## config.mk

```make
export PLATFORM = sky130hd
export DESIGN_NAME = seq_alu_flat
export DESIGN_NICKNAME = d
export VERILOG_FILES = /design/src/rtl/seq_alu_if.sv /design/src/rtl/seq_alu.sv /design/src/flat_wrapper.sv
export SDC_FILE = /design/constraint.sdc
export NUM_CORES = 1
export LEC_CHECK = 0
export CAP_MARGIN = 20
export CORE_MARGIN = 2
export CORE_UTILIZATION = 50
export CTS_CLUSTER_DIAMETER = 100
export DETAILED_ROUTE_END_ITERATION = 10
export PLACE_DENSITY_LB_ADDON = 0.25
export SYNTH_ARGS = -nofsm -noshare
export SYNTH_HDL_FRONTEND = slang
export SYNTH_SLANG_ARGS = --single-unit
```

## constraint.sdc

```tcl
create_clock -name CLK -period 7.1 [get_ports CLK]
set_input_delay 0.71 -clock CLK [delete_from_list [all_inputs] [get_ports CLK]]
set_output_delay 0.71 -clock CLK [all_outputs]
set_load 0.02 [all_outputs]
```

## src/rtl/seq_alu_if.sv

```systemverilog
// seq_alu_if
//   Groups the request and response signals of the sequential ALU.
//   master : requester side (register file / control) drives START,
//            ALUOP, DATA_A, DATA_B, carry_in and observes the results.
//   slave  : the ALU itself, consuming the request and driving RESULT,
//            RESULT_HI, carry_out, ZERO, OVERFLOW, ILLEGAL, BUSY, DONE.
interface seq_alu_if #(
  parameter int WIDTH = 8
);
  logic             START;
  logic [3:0]       ALUOP;
  logic [WIDTH-1:0] DATA_A;
  logic [WIDTH-1:0] DATA_B;
  logic             carry_in;
  logic [WIDTH-1:0] RESULT;
  logic [WIDTH-1:0] RESULT_HI;
  logic             carry_out;
  logic             ZERO;
  logic             OVERFLOW;
  logic             ILLEGAL;
  logic             BUSY;
  logic             DONE;

  modport master (
    output START, ALUOP, DATA_A, DATA_B, carry_in,
    input  RESULT, RESULT_HI, carry_out, ZERO, OVERFLOW, ILLEGAL, BUSY, DONE
  );

  modport slave (
    input  START, ALUOP, DATA_A, DATA_B, carry_in,
    output RESULT, RESULT_HI, carry_out, ZERO, OVERFLOW, ILLEGAL, BUSY, DONE
  );
endinterface

```

## src/rtl/seq_alu.sv

```systemverilog
// seq_alu
//   Clocked, width-parametrised ALU. A request is taken on START while not
//   BUSY; single-cycle ops finish on the same edge, MUL runs as an
//   LSB-first shift-add over WIDTH cycles producing a 2*WIDTH product.
//   Results and flags are registered and held until the next completion.
// Ports
//   CLK  : clock, rising edge
//   RST  : synchronous active-high reset
//   bus  : seq_alu_if slave modport (request in, results/flags/handshake out)
module seq_alu #(
  parameter int WIDTH = 8
) (
  input logic    CLK,
  input logic    RST,
  seq_alu_if.slave bus
);

  localparam int CW = (WIDTH > 1) ? $clog2(WIDTH) : 1;

  localparam logic [3:0] OP_AND  = 4'b0000;
  localparam logic [3:0] OP_OR   = 4'b0001;
  localparam logic [3:0] OP_ADD  = 4'b0010;
  localparam logic [3:0] OP_SUB  = 4'b0011;
  localparam logic [3:0] OP_ADDC = 4'b0100;
  localparam logic [3:0] OP_SUBC = 4'b0101;
  localparam logic [3:0] OP_CMP  = 4'b0110;
  localparam logic [3:0] OP_XOR  = 4'b0111;
  localparam logic [3:0] OP_MUL  = 4'b1000;

  typedef enum logic {IDLE, MUL_RUN} state_t;

  state_t             state_q, state_d;
  logic [CW-1:0]      count_q, count_d;
  logic [2*WIDTH-1:0] mcand_q, mcand_d;
  logic [WIDTH-1:0]   mplier_q, mplier_d;
  logic [2*WIDTH-1:0] acc_q, acc_d;
  logic [2*WIDTH-1:0] acc_sum;
  logic [WIDTH-1:0]   result_q, result_d;
  logic [WIDTH-1:0]   hi_q, hi_d;
  logic               carry_q, carry_d;
  logic               zero_q, zero_d;
  logic               ovf_q, ovf_d;
  logic               ill_q, ill_d;
  logic               busy_q, busy_d;
  logic               done_q, done_d;

  // Arithmetic is done one bit wider than the operands so bit WIDTH is the
  // carry (add) or borrow (subtract) out.
  logic [WIDTH:0] ext_a, ext_b, ext_cin, ext_nbor;
  logic [WIDTH:0] sum, sum_c, diff, diff_c;
  logic           a_msb, b_msb;

  assign ext_a    = {1'b0, bus.DATA_A};
  assign ext_b    = {1'b0, bus.DATA_B};
  assign ext_cin  = {{WIDTH{1'b0}}, bus.carry_in};
  assign ext_nbor = {{WIDTH{1'b0}}, ~bus.carry_in};
  assign sum      = ext_a + ext_b;
  assign sum_c    = ext_a + ext_b + ext_cin;
  assign diff     = ext_a - ext_b;
  assign diff_c   = ext_a - ext_b - ext_nbor;
  assign a_msb    = bus.DATA_A[WIDTH-1];
  assign b_msb    = bus.DATA_B[WIDTH-1];

  // Partial product for the current multiplier bit; mplier shifts right so
  // bit 0 is always the one being consumed.
  assign acc_sum = acc_q + (mplier_q[0] ? mcand_q : '0);

  // Next-state and next-output logic; everything holds unless a request is
  // accepted or the multiplier finishes.
  always_comb begin
    state_d  = state_q;
    count_d  = count_q;
    mcand_d  = mcand_q;
    mplier_d = mplier_q;
    acc_d    = acc_q;
    result_d = result_q;
    hi_d     = hi_q;
    carry_d  = carry_q;
    zero_d   = zero_q;
    ovf_d    = ovf_q;
    ill_d    = ill_q;
    busy_d   = busy_q;
    done_d   = 1'b0;

    case (state_q)
      IDLE: begin
        if (bus.START) begin
          done_d = 1'b1;
          ill_d  = 1'b0;
          hi_d   = '0;
          ovf_d  = 1'b0;
          case (bus.ALUOP)
            OP_AND: result_d = bus.DATA_A & bus.DATA_B;
            OP_OR:  result_d = bus.DATA_A | bus.DATA_B;
            OP_XOR: result_d = bus.DATA_A ^ bus.DATA_B;
            OP_CMP: result_d = {{(WIDTH-1){1'b0}}, diff[WIDTH]};
            OP_ADD: begin
              result_d = sum[WIDTH-1:0];
              carry_d  = sum[WIDTH];
              ovf_d    = (a_msb == b_msb) && (sum[WIDTH-1] != a_msb);
            end
            OP_ADDC: begin
              result_d = sum_c[WIDTH-1:0];
              carry_d  = sum_c[WIDTH];
              ovf_d    = (a_msb == b_msb) && (sum_c[WIDTH-1] != a_msb);
            end
            OP_SUB: begin
              result_d = diff[WIDTH-1:0];
              carry_d  = ~diff[WIDTH];
              ovf_d    = (a_msb != b_msb) && (diff[WIDTH-1] != a_msb);
            end
            OP_SUBC: begin
              result_d = diff_c[WIDTH-1:0];
              carry_d  = ~diff_c[WIDTH];
              ovf_d    = (a_msb != b_msb) && (diff_c[WIDTH-1] != a_msb);
            end
            OP_MUL: begin
              done_d   = 1'b0;
              ill_d    = ill_q;
              hi_d     = hi_q;
              ovf_d    = ovf_q;
              mcand_d  = {{WIDTH{1'b0}}, bus.DATA_A};
              mplier_d = bus.DATA_B;
              acc_d    = '0;
              count_d  = '0;
              busy_d   = 1'b1;
              state_d  = MUL_RUN;
            end
            default: begin
              // Undefined opcode: signal it, keep every result and flag.
              ill_d = 1'b1;
              hi_d  = hi_q;
              ovf_d = ovf_q;
            end
          endcase
          if (bus.ALUOP != OP_MUL && bus.ALUOP <= OP_XOR)
            zero_d = (result_d == '0);
        end
      end

      MUL_RUN: begin
        acc_d    = acc_sum;
        mcand_d  = mcand_q << 1;
        mplier_d = mplier_q >> 1;
        if (count_q == CW'(WIDTH - 1)) begin
          state_d  = IDLE;
          busy_d   = 1'b0;
          done_d   = 1'b1;
          ill_d    = 1'b0;
          ovf_d    = 1'b0;
          result_d = acc_sum[WIDTH-1:0];
          hi_d     = acc_sum[2*WIDTH-1:WIDTH];
          carry_d  = |acc_sum[2*WIDTH-1:WIDTH];
          zero_d   = (acc_sum == '0);
        end else begin
          count_d = count_q + 1'b1;
        end
      end

      default: state_d = IDLE;
    endcase
  end

  // State and output registers; reset aborts any multiply in flight.
  always_ff @(posedge CLK) begin
    if (RST) begin
      state_q  <= IDLE;
      count_q  <= '0;
      mcand_q  <= '0;
      mplier_q <= '0;
      acc_q    <= '0;
      result_q <= '0;
      hi_q     <= '0;
      carry_q  <= 1'b0;
      zero_q   <= 1'b1;
      ovf_q    <= 1'b0;
      ill_q    <= 1'b0;
      busy_q   <= 1'b0;
      done_q   <= 1'b0;
    end else begin
      state_q  <= state_d;
      count_q  <= count_d;
      mcand_q  <= mcand_d;
      mplier_q <= mplier_d;
      acc_q    <= acc_d;
      result_q <= result_d;
      hi_q     <= hi_d;
      carry_q  <= carry_d;
      zero_q   <= zero_d;
      ovf_q    <= ovf_d;
      ill_q    <= ill_d;
      busy_q   <= busy_d;
      done_q   <= done_d;
    end
  end

  assign bus.RESULT    = result_q;
  assign bus.RESULT_HI = hi_q;
  assign bus.carry_out = carry_q;
  assign bus.ZERO      = zero_q;
  assign bus.OVERFLOW  = ovf_q;
  assign bus.ILLEGAL   = ill_q;
  assign bus.BUSY      = busy_q;
  assign bus.DONE      = done_q;

endmodule

```

## src/flat_wrapper.sv

```systemverilog
// flat-port wrapper written by rule: the top's interface ports become plain ports
module seq_alu_flat 
#(
  parameter int WIDTH = 8
)
  (CLK, RST, bus_START, bus_ALUOP, bus_DATA_A, bus_DATA_B, bus_carry_in, bus_RESULT, bus_RESULT_HI, bus_carry_out, bus_ZERO, bus_OVERFLOW, bus_ILLEGAL, bus_BUSY, bus_DONE);
  seq_alu_if #(.WIDTH(WIDTH)) bus_i ();
  input logic CLK;
  input logic RST;
  input wire logic [$bits(bus_i.START)-1:0] bus_START;
  input wire logic [$bits(bus_i.ALUOP)-1:0] bus_ALUOP;
  input wire logic [$bits(bus_i.DATA_A)-1:0] bus_DATA_A;
  input wire logic [$bits(bus_i.DATA_B)-1:0] bus_DATA_B;
  input wire logic [$bits(bus_i.carry_in)-1:0] bus_carry_in;
  output wire logic [$bits(bus_i.RESULT)-1:0] bus_RESULT;
  output wire logic [$bits(bus_i.RESULT_HI)-1:0] bus_RESULT_HI;
  output wire logic [$bits(bus_i.carry_out)-1:0] bus_carry_out;
  output wire logic [$bits(bus_i.ZERO)-1:0] bus_ZERO;
  output wire logic [$bits(bus_i.OVERFLOW)-1:0] bus_OVERFLOW;
  output wire logic [$bits(bus_i.ILLEGAL)-1:0] bus_ILLEGAL;
  output wire logic [$bits(bus_i.BUSY)-1:0] bus_BUSY;
  output wire logic [$bits(bus_i.DONE)-1:0] bus_DONE;
  assign bus_i.START = bus_START;
  assign bus_i.ALUOP = bus_ALUOP;
  assign bus_i.DATA_A = bus_DATA_A;
  assign bus_i.DATA_B = bus_DATA_B;
  assign bus_i.carry_in = bus_carry_in;
  assign bus_RESULT = bus_i.RESULT;
  assign bus_RESULT_HI = bus_i.RESULT_HI;
  assign bus_carry_out = bus_i.carry_out;
  assign bus_ZERO = bus_i.ZERO;
  assign bus_OVERFLOW = bus_i.OVERFLOW;
  assign bus_ILLEGAL = bus_i.ILLEGAL;
  assign bus_BUSY = bus_i.BUSY;
  assign bus_DONE = bus_i.DONE;
  seq_alu #(.WIDTH(WIDTH)) u_core (.CLK(CLK), .RST(RST), .bus(bus_i));
endmodule
```

==> key figures, run 1 <==
Synthesis
  – Post-synthesis register bit count: between 60 and 70
  – Async S/R FF share, synth: 0%
  – Syn Nets: 721
  – Synth Cell Area: roughly 5000 sq um
  – Post-synth EDFFs: 0
  – Most instantiated library cell after synthesis: nor2_1
  – Synth cell count leaders: nor2_1, dfxtp_1, ha_1, nand2_1, a21oi_1
  – Post-Syn Instances: 649
  – Synth cell types: slightly above 70
  – Register area share after synthesis: roughly a quarter
  – Mean Syn Cell Area: just under 8 sq um
  – Cell accounting for the most synthesized area: dfxtp_1
  – Share of the synthesized area in the top cell type: roughly a quarter
  – Synth top area cells: dfxtp_1, ha_1, nor2_1
  – Yosys warnings: 0
  – Ys flop type: dfxtp_1

Clocking
  – Post-CTS sizing: 0
  – CTS Buf Count: 9
  – TritonCTS clock tree: yes
  – Max Buffers Root-to-Sink: 2
  – Clock transition at path regs: around 0.09 ns
  – Clock Sinks: 66
  – Post-CTS setup buffer count: 0
  – CTS Hold Buffers Added: 0
  – Clock Latency Late Sink: about 0.35 ns
  – Root Buffer: clkbuf_8
  – H-tree levels: 3

STA
  – Slew headroom: 36.4%
  – Fin crit period: between 3 and 4 ns
  – Clk_skew: approximately 0.017 ns
  – Fin. Hold Viols: 0
  – Final setup violating endpoints: 0
  – Max Fclk: about 260 MHz
  – Worst-margin pin slew: between 0.9 and 1 ns
  – Max Slew Vio Count: 0
  – Period utilization: 54.1%
  – RSZ-0062 raised after global routing: false
  – Setup TNS: 0 ns

Finish
  – Layout filler cell count: between 900 and 1000
  – Layout area overhead: 14.1%
  – Share of layout cells above drive strength 1: approximately 6.6%
  – Post-Layout Cell Count: between 800 and 900
  – Fin nets: between 700 and 800
  – Total inserted antenna cells: 0

Floorplanning
  – Area of the core: roughly 10000 sq um
  – Initial Util: around half
  – Die area: ~11000 sq um
  – Placement Rows: 37
  – Die Ht: approximately 110 um
  – I/O pin total: 46
  – Die X: 105 um

GRT
  – Pin count of the biggest net entering global routing: 67
  – Vias in the first global route: between 4000 and 5000
  – GRT Total Usage: 26.9%
  – Overflow after GRT: 0
  – First-pass GRT wire length: 23900 um
  – Initial antenna violation count: 0

Worst hold path
  – Hold WC Path Type: flip-flop to flip-flop
  – Hold Startpoint: u_core.bus.BUSY

Critical path
  – R2R Path Start: u_core.mplier_q[0]
  – CP cell instances: clkdlybuf4s50_1 > inv_1 > ha_1 > fa_1 > nor3_2 > o31ai_1 > a21oi_1 > o221ai_1 > a311oi_1 > a21oi_1 > nor4_1 > nand4_1 > nand3b_1
  – Critical Path Slowest Stage Cell: clkdlybuf4s50_1
  – Crit. Startpoint: bus_DATA_A[0]
  – CP required: 7.40 ns
  – Worst setup SP type: input port
  – Crit path max fanout: 4
  – Buf/Inv on CP: 2
  – Setup Crit Path Kind: input port to flip-flop
  – CP Capture Type: flip-flop
  – Kind of cell adding the most delay to the critical path: compound AO/OA/AOI/OAI gates
  – Critical Path AT: between 4 and 5 ns
  – CP peak stage delay: between 0.5 and 0.6 ns
  – Most used cell, CP: a21oi_1

Detailed routing
  – Avg WL per Cell: 18.0 um
  – Met2 wire len: between 6000 and 7000 um
  – DRC viols: 0
  – M1 WL: about 6700 um
  – First-pass DRT Iterations: 6
  – Drt via density: around 6.1
  – DRT antenna net count: 0
  – Number of DRC markers in iteration 0: 366
  – Top layer used by detailed routing: met4
  – DRT Wirelength: about 15000 um
  – Vias: ~5000
  – Routed wl met3: between 900 and 1000 um

Pwr
  – Leak: between 2 and 2.5 nW
  – Maximum vdd ir drop: between 0.08 and 0.09 mV
  – Power Density: ~160 nW/um^2

Place
  – Port bufs: 45
  – Placed insts: 797
  – Final HPWL DP: ~11000 um
  – GPL Wtd Cong: 0.943

Run status
  – Status: finished, final reports clean

Flow run
  – Max Cap Viol: 0
metal layers:
metal | up-vias | global-route usage (%)
met2 | 161 | 42.7
met5 | - | 0
met4 | 0 | 7.43
met1 | 2367 | 37.2
met3 | 23 | 4.95
li1 | 2425 | -
logic make-up (layout without fill, tap and decap cells):
kind of cell             Yosys count  count (layout)  share of synthesized area (%)
XOR/XNOR                          37              37                           6.31
AO/OA/AOI/OAI                    187             187                           27.0
multiplexers                       4               4                           1.07
adder cells (fa/ha/maj)           48              48                           12.1
AND/OR/NAND/NOR                  238             238                           22.5
flip-flops                        66              66                           25.7
buffers and inverters             69              99                           5.28
worst paths after layout:
path                     endpoint  slack (ns)  depth (start not counted)
max reg2reg  u_core.bus.carry_out        3.34                         12
max               u_core.bus.ZERO        3.26                         13
min               u_core.bus.BUSY        0.46                          2
min reg2reg       u_core.bus.BUSY        0.46                          2
sequential cells by signal (all words and copies together), names as in the netlist:
signal	count
u_core.mplier_q	8
u_core.bus.ILLEGAL	1
u_core.bus.carry_out	1
u_core.acc_q	16
u_core.bus.BUSY	1
u_core.bus.RESULT	8
u_core.bus.RESULT_HI	8
u_core.bus.ZERO	1
u_core.bus.DONE	1
u_core.count_q	3
u_core.bus.OVERFLOW	1
u_core.mcand_q	16
u_core.state_q	1
worst reg2reg max path, cell delays in order (launching register included):
cell      delay (ns)
dfxtp_1         0.46
and2_1          0.24
ha_1            0.23
fa_1            0.45
a211oi_1        0.25
o21bai_1        0.17
a21oi_1         0.26
o21ai_1         0.12
xor2_1          0.21
or3_1           0.32
or4_1           0.44
o31ai_1         0.40
a221oi_1        0.12
report_power, final:
group	internal (mW)	switching, mW
combinational	0.0959	0.147
clock	0.130	0.165
sequential	0.377	0.00592
layout by cell type (no fill, tap or decap), types with 9 or more instances in the layout:
master | Yosys | routed
ha_1 | 45 | 45
a21oi_1 | 39 | 39
clkdlybuf4s50_1 | 0 | 44
and2_1 | 19 | 19
nor2_1 | 94 | 94
o21ai_0 | 23 | 23
xor2_1 | 13 | 13
dfxtp_1 | 66 | 66
a211oi_1 | 9 | 9
nand2_1 | 45 | 45
xnor2_1 | 24 | 24
clkbuf_8 | 0 | 9
a222oi_1 | 14 | 14
a22oi_1 | 31 | 31
nand3_1 | 13 | 13
inv_1 | 32 | 32
nor3_1 | 14 | 14
metrics by stage:
| step | util [%] | hold WS [ns] | instance area (sq um) | power [mW] | setup WS (ns) |
|---|---|---|---|---|---|
| after detailed placement | 55.7 | 0.446 | 5640 | 0.630 | 2.98 |
| final | 57.8 | 0.457 | 5860 | 0.920 | 3.26 |
| after CTS | 57.4 | 0.458 | 5820 | 0.923 | 3.33 |
| after global routing | 57.8 | 0.474 | 5860 | 0.965 | 3.09 |
| after global placement | 55.7 | 0.441 | 5640 | 0.627 | 3.08 |
| after floorplan | - | 0.436 | 5140 | 0.558 | 3.90 |
area by class of cell:
type	count	area [sq um]	share of cell area, %
inverter	33	124	2.11
clock inverter	7	53.8	0.918
clock buffer	9	124	2.11
tap	136	170	2.90
sequential	66	1320	22.5
timing repair buffer	50	508	8.67
multi-input combinational	514	3560	60.7
Power figures use the tool's default switching activity.
==> inputs of run 2 (changes only) <==
Clock period 7.1 ns to 3.9 ns, I/O delays scaled along.
==> key figures, run 2 (same netlist as run 1, synthesis figures left out) <==
Worst hold path
  – Hold Startpoint: RST
  – Hold path depth: 2
  – Hold Path End: u_core.state_q
  – Hold WC Path Type: input port to flip-flop

Detailed routing
  – Number of DRC markers in iteration 0: slightly above 400
  – Vias: 5081
  – DRC viols: 0
  – DRT antenna net count: 0
  – Drt via density: between 6 and 7
  – DRT Wirelength: 15300 um
  – Avg WL per Cell: 18.3 um
  – First-pass DRT Iterations: 6

Clocking
  – TritonCTS clock tree: yes
  – CTS Hold Buffers Added: 0
  – Post-CTS setup buffer count: 0
  – Clock Sinks: 66
  – CTS Buf Count: 9
  – Max Buffers Root-to-Sink: 2
  – H-tree levels: 3
  – Clock transition at path regs: about 0.090 ns
  – Post-CTS sizing: 0
  – Root Buffer: clkbuf_8
  – Clock Latency Late Sink: between 0.3 and 0.4 ns

Finish
  – Total inserted antenna cells: 0
  – Post-Layout Cell Count: between 800 and 900
  – Fin nets: around 770
  – Most frequent cells in the layout: nor2_1, dfxtp_1, nand2_1, ha_1, clkdlybuf4s50_1
  – Share of layout cells above drive strength 1: between 9 and 10%
  – Layout area overhead: 17.2%
  – Biggest regs: u_core.acc_q x16, u_core.mcand_q x16
  – Commonest non-fill, non-tap cell in the layout: nor2_1

STA
  – Period utilization: 93.2%
  – Worst-margin pin slew: 0.879 ns
  – Max Fclk: around 270 MHz
  – Max Slew Vio Count: 0
  – Slew headroom: between 40% and 50%
  – Setup TNS: 0 ns
  – RSZ-0062 raised after global routing: false
  – Fin crit period: around 3.6 ns
  – Clk_skew: approximately 0.019 ns
  – Final setup violating endpoints: 0
  – Fin. Hold Viols: 0

Critical path
  – Kind of cell adding the most delay to the critical path: compound AO/OA/AOI/OAI gates
  – R2r setup slk: ~0.31 ns
  – CP peak stage delay: 0.54 ns
  – Buf/Inv on CP: 2
  – Setup Crit Path Kind: input port to flip-flop
  – Critical Path AT: slightly below 4 ns
  – R2R Path End: u_core.bus.carry_out
  – CP Capture Type: flip-flop
  – CP required: 4.16 ns
  – CP cell instances: clkdlybuf4s50_1 > inv_1 > ha_1 > fa_1 > xor2_1 > a2111oi_0 > o211ai_1 > nor4_4 > xnor2_1 > a221oi_2 > or3_1 > a311oi_1
  – Worst setup SP type: input port
  – Reg2Reg Depth: 12
  – Crit path depth: 12
  – Critical Path Slowest Stage Cell: clkdlybuf4s50_1
  – Crit path max fanout: 4
  – R2R Path Start: u_core.mplier_q[0]

Floorplanning
  – Initial Util: ~51%
  – Area of the core: about 10000 sq um
  – Die Ht: ~110 um
  – I/O pin total: 46
  – Die area: 11100 sq um
  – Placement Rows: 37
  – Die X: roughly 110 um

Pwr
  – Share of total power in combinational logic: between 20% and 30%
  – Leak: 2.43 nW
  – Internal power: roughly 1.2 mW
  – Switching power: a little under 0.6 mW
  – Sequential Power Share: between 30% and 40%
  – Clock network power share: approximately 34%
  – Power Density: 294 nW/um^2
  – Switch share: roughly a third
  – Maximum vdd ir drop: about 0.24 mV

Place
  – Final HPWL DP: between 10000 and 15000 um
  – Port bufs: 45
  – Placed insts: roughly 800
  – GPL Wtd Cong: slightly below 1

GRT
  – Vias in the first global route: 4886
  – M3 GR Usage: about 3.3%
  – GRT Max-Usage Layer: met2
  – Grt met2 use: 44.6%
  – Overflow after GRT: 0
  – GRT Total Usage: 28.2%
  – First-pass GRT wire length: roughly 25000 um
  – Initial antenna violation count: 0
  – Pin count of the biggest net entering global routing: 67
  – M1 GR Usage: about 41%

Run status
  – Status: finished, final reports clean

Flow run
  – Max Cap Viol: 0
==> run 2: power by group through the flow <==
stage | combinational [mW] | sequential [mW] | clock, mW
floorplan | 0.294 | 0.723 | 0
global placement | 0.456 | 0.713 | 0
detailed placement | 0.458 | 0.713 | 0
CTS | 0.460 | 0.698 | 0.615
global route | 0.511 | 0.700 | 0.647
finish | 0.468 | 0.698 | 0.604
==> run 2: routing by layer <==
layer | up-vias | wire length, um
met4 | 0 | 190
met1 | 2416 | 7230
met5 | - | 0
met2 | 181 | 6900
met3 | 18 | 946
li1 | 2466 | -
==> run 2: layout make-up <==
cell class | count | area (sq um)
Clock buffer | 9 | 124
Clock inverter | 7 | 77.6
Fill cell | 910 | 4120
Inverter | 33 | 124
Multi-Input combinational cell | 514 | 3560
Sequential cell | 66 | 1320
Tap cell | 136 | 170
Timing Repair Buffer | 70 | 646
==> run 2: worst max-delay path by stage <==
stage	startpoint	slack, ns	end
floorplan	u_core.mplier_q[0]	0.78	u_core.bus.carry_out
global placement	bus_DATA_A[0]	0.20	u_core.bus.RESULT[7]
detailed placement	bus_DATA_A[0]	0.02	u_core.bus.RESULT[7]
CTS	u_core.mplier_q[0]	0.30	u_core.bus.carry_out
global route	bus_DATA_A[0]	0.07	u_core.bus.RESULT[7]
finish	bus_DATA_A[0]	0.26	u_core.bus.RESULT[7]
==> run 2: worst reg2reg max path, cell delays in order (launching register included) <==
cell and delay (ns):
dfxtp_1 0.35, buf_4 0.18, and2_1 0.16, ha_1 0.35, o211ai_1 0.15, o211ai_2 0.22, a41oi_2 0.19, or3_1 0.37
and3_1 0.20, xnor2_1 0.18, or4_1 0.57, o31ai_1 0.43, a221oi_1 0.13
==> run 2: stage by stage <==
stage               setup slack (ns)  power (mW)  hold WS [ns]  utilization (%)  cell area (sq um)
global placement               0.195        1.17         0.443             57.2               5800
floorplan                      0.780        1.02         0.436                -               5140
global route                  0.0673        1.86         0.416             59.4               6020
CTS                            0.301        1.77         0.460             59.2               6000
finish                         0.263        1.77         0.402             59.4               6020
detailed placement            0.0231        1.17         0.447             57.2               5800
==> inputs of run 3 (changes only) <==
Settings changed: REMOVE_ABC_BUFFERS from default to 1.
Clock period 3.9 ns to 3.7 ns, I/O delays scaled along.
==> key figures, run 3 (same netlist as run 1, synthesis figures left out) <==
Floorplanning
  – Area of the core: ~10000 sq um
  – Initial Util: approximately half
  – Die area: 11100 sq um
  – Placement Rows: 37
  – I/O pin total: 46
  – Die X: around 110 um
  – Die Ht: ~110 um

GRT
  – Pin count of the biggest net entering global routing: 43
  – Vias in the first global route: between 4000 and 5000
  – GRT Total Usage: 28.6%
  – Overflow after GRT: 0
  – First-pass GRT wire length: between 20000 and 30000 um
  – Initial antenna violation count: 0

STA
  – Fin. Hold Viols: 0
  – Max Slew Vio Count: 0
  – Clk_skew: between 0.008 and 0.009 ns
  – Slew headroom: 48.8%
  – Period utilization: between 90% and 100%
  – Worst-margin pin slew: around 0.77 ns
  – Fin crit period: about 3.6 ns
  – Setup ws final: roughly 0.096 ns
  – Final setup violating endpoints: 0
  – Max Fclk: around 280 MHz
  – Final Hold Slack: between 0.4 and 0.5 ns
  – RSZ-0062 raised after global routing: false

Critical path
  – Worst setup SP type: flip-flop
  – Buf/Inv on CP: 1
  – Crit. Startpoint: u_core.mplier_q[0]
  – CP peak stage delay: between 0.6 and 0.7 ns
  – Kind of cell adding the most delay to the critical path: simple AND/OR/NAND/NOR gates
  – CP required: 3.98 ns
  – R2R Path End: u_core.bus.ZERO
  – R2R Path Start: u_core.mplier_q[0]
  – R2r setup slk: 0.1 ns
  – Critical Path Slowest Stage Cell: or4_1
  – Reg2Reg Depth: 12
  – Crit path max fanout: 15
  – Critical Path AT: 3.88 ns
  – CP cell instances: buf_12 > and2_1 > ha_2 > o211ai_1 > o211ai_2 > a41oi_2 > or3_1 > and3_1 > xnor2_1 > or4_1 > nor4_1 > nand3b_1
  – CP Capture Type: flip-flop
  – Setup Crit Path Kind: flip-flop to flip-flop

Clocking
  – Root Buffer: clkbuf_8
  – Clock transition at path regs: ~0.070 ns
  – Clock Latency Late Sink: between 0.3 and 0.4 ns
  – TritonCTS clock tree: yes
  – Clock Sinks: 66
  – CTS Buf Count: 9
  – Post-CTS setup buffer count: 0
  – H-tree levels: 3
  – Max Buffers Root-to-Sink: 2

Place
  – Port bufs: 45
  – Final HPWL DP: between 10000 and 15000 um
  – GPL Wtd Cong: 0.964
  – Pre-CTS setup slack: -0.0486 ns

Worst hold path
  – Hold WC Path Type: flip-flop to flip-flop
  – Hold path depth: 2
  – Hold Startpoint: u_core.bus.OVERFLOW
  – Hold Path End: u_core.bus.OVERFLOW

Finish
  – Most frequent cells in the layout: nor2_1, dfxtp_1, nand2_1
  – Fin nets: 786
  – Biggest regs: u_core.acc_q x16, u_core.mcand_q x16
  – Commonest non-fill, non-tap cell in the layout: nor2_1
  – Total inserted antenna cells: 0
  – Layout area overhead: 20.8%
  – Share of layout cells above drive strength 1: about an eighth

Pwr
  – Maximum vdd ir drop: approximately 0.2 mV
  – Internal power: approximately 1.3 mW
  – Leak: about 2.5 nW
  – Switching power: 0.596 mW
  – Share of total power in combinational logic: between 20% and 30%
  – Switch share: ~31%
  – Sequential Power Share: approximately two fifths
  – Power Density: around 310 nW/um^2
  – Clock network power share: a little over a third

Detailed routing
  – First-pass DRT Iterations: 6
  – Vias: between 5000 and 6000
  – DRT antenna net count: 0
  – Avg WL per Cell: between 15 and 20 um
  – Drt via density: between 6 and 7
  – DRT Wirelength: 15500 um
  – Number of DRC markers in iteration 0: roughly 500
  – DRC viols: 0

Flow run
  – Max Cap Viol: 0

Run status
  – Status: finished, final reports clean
==> run 3: metrics by stage <==
step                      utilization (%)  setup TNS (ns)  area (sq um)  cells  power (mW)
after floorplan                         -               0          4990    613        1.05
after global placement               58.9               0          5970    839        1.24
after detailed placement             58.9         -0.0486          5970    839        1.25
after CTS                            61.0               0          6190    855        1.92
after global routing                 61.2               0          6210    855        2.00
final                                61.2               0          6210    855        1.91
==> run 3: how the worst max path moves through the flow <==
stage,to,slack (ns),cells past startpoint
floorplan,u_core.bus.carry_out,0.57,12
global placement,u_core.bus.carry_out,0.09,13
detailed placement,u_core.bus.RESULT[7],-0.05,12
CTS,u_core.bus.carry_out,0.05,13
global route,u_core.bus.ZERO,0.009,12
finish,u_core.bus.ZERO,0.1,12
==> run 3: what timing repair did <==
item,in CTS,in global routing
hold buffers,0,0
gates resized for setup,1,4
endpoints found under the setup margin,1,2
==> run 3: cell type report <==
| cell class | instances | area (sq um) |
|---|---|---|
| clock buffer | 11 | 131 |
| inverter | 33 | 124 |
| clock inverter | 5 | 78.8 |
| sequential | 66 | 1320 |
| timing repair buffer | 90 | 796 |
| tap | 136 | 170 |
| multi-input combinational | 514 | 3580 |
| fill | 913 | 3930 |
==> run 3: power by group through the flow <==
stage	clock network [mW]	registers [mW]	logic [mW]
after floorplan	0	0.764	0.282
after global placement	0	0.753	0.491
after detailed placement	0	0.753	0.496
after CTS	0.683	0.737	0.499
after global routing	0.705	0.738	0.554
final	0.670	0.737	0.506
==> run 3: worst reg2reg max path, delay by kind of cell (launching register included) <==
family | cells | cell delay (ns)
AO/OA/AOI/OAI | 3 | 0.55
XOR/XNOR | 1 | 0.15
adder cells (fa/ha/maj) | 1 | 0.39
buffers and inverters | 1 | 0.16
flip-flops | 1 | 0.35
AND/OR/NAND/NOR | 6 | 1.96
==> run 3: per-layer routing <==
layer	track usage (%)	vias up	share of wire [%]
met5	0	-	0
met4	6.95	0	1.3
met3	5.44	13	7.1
met2	43.4	178	44
met1	41.6	2442	48
li1	-	2498	-
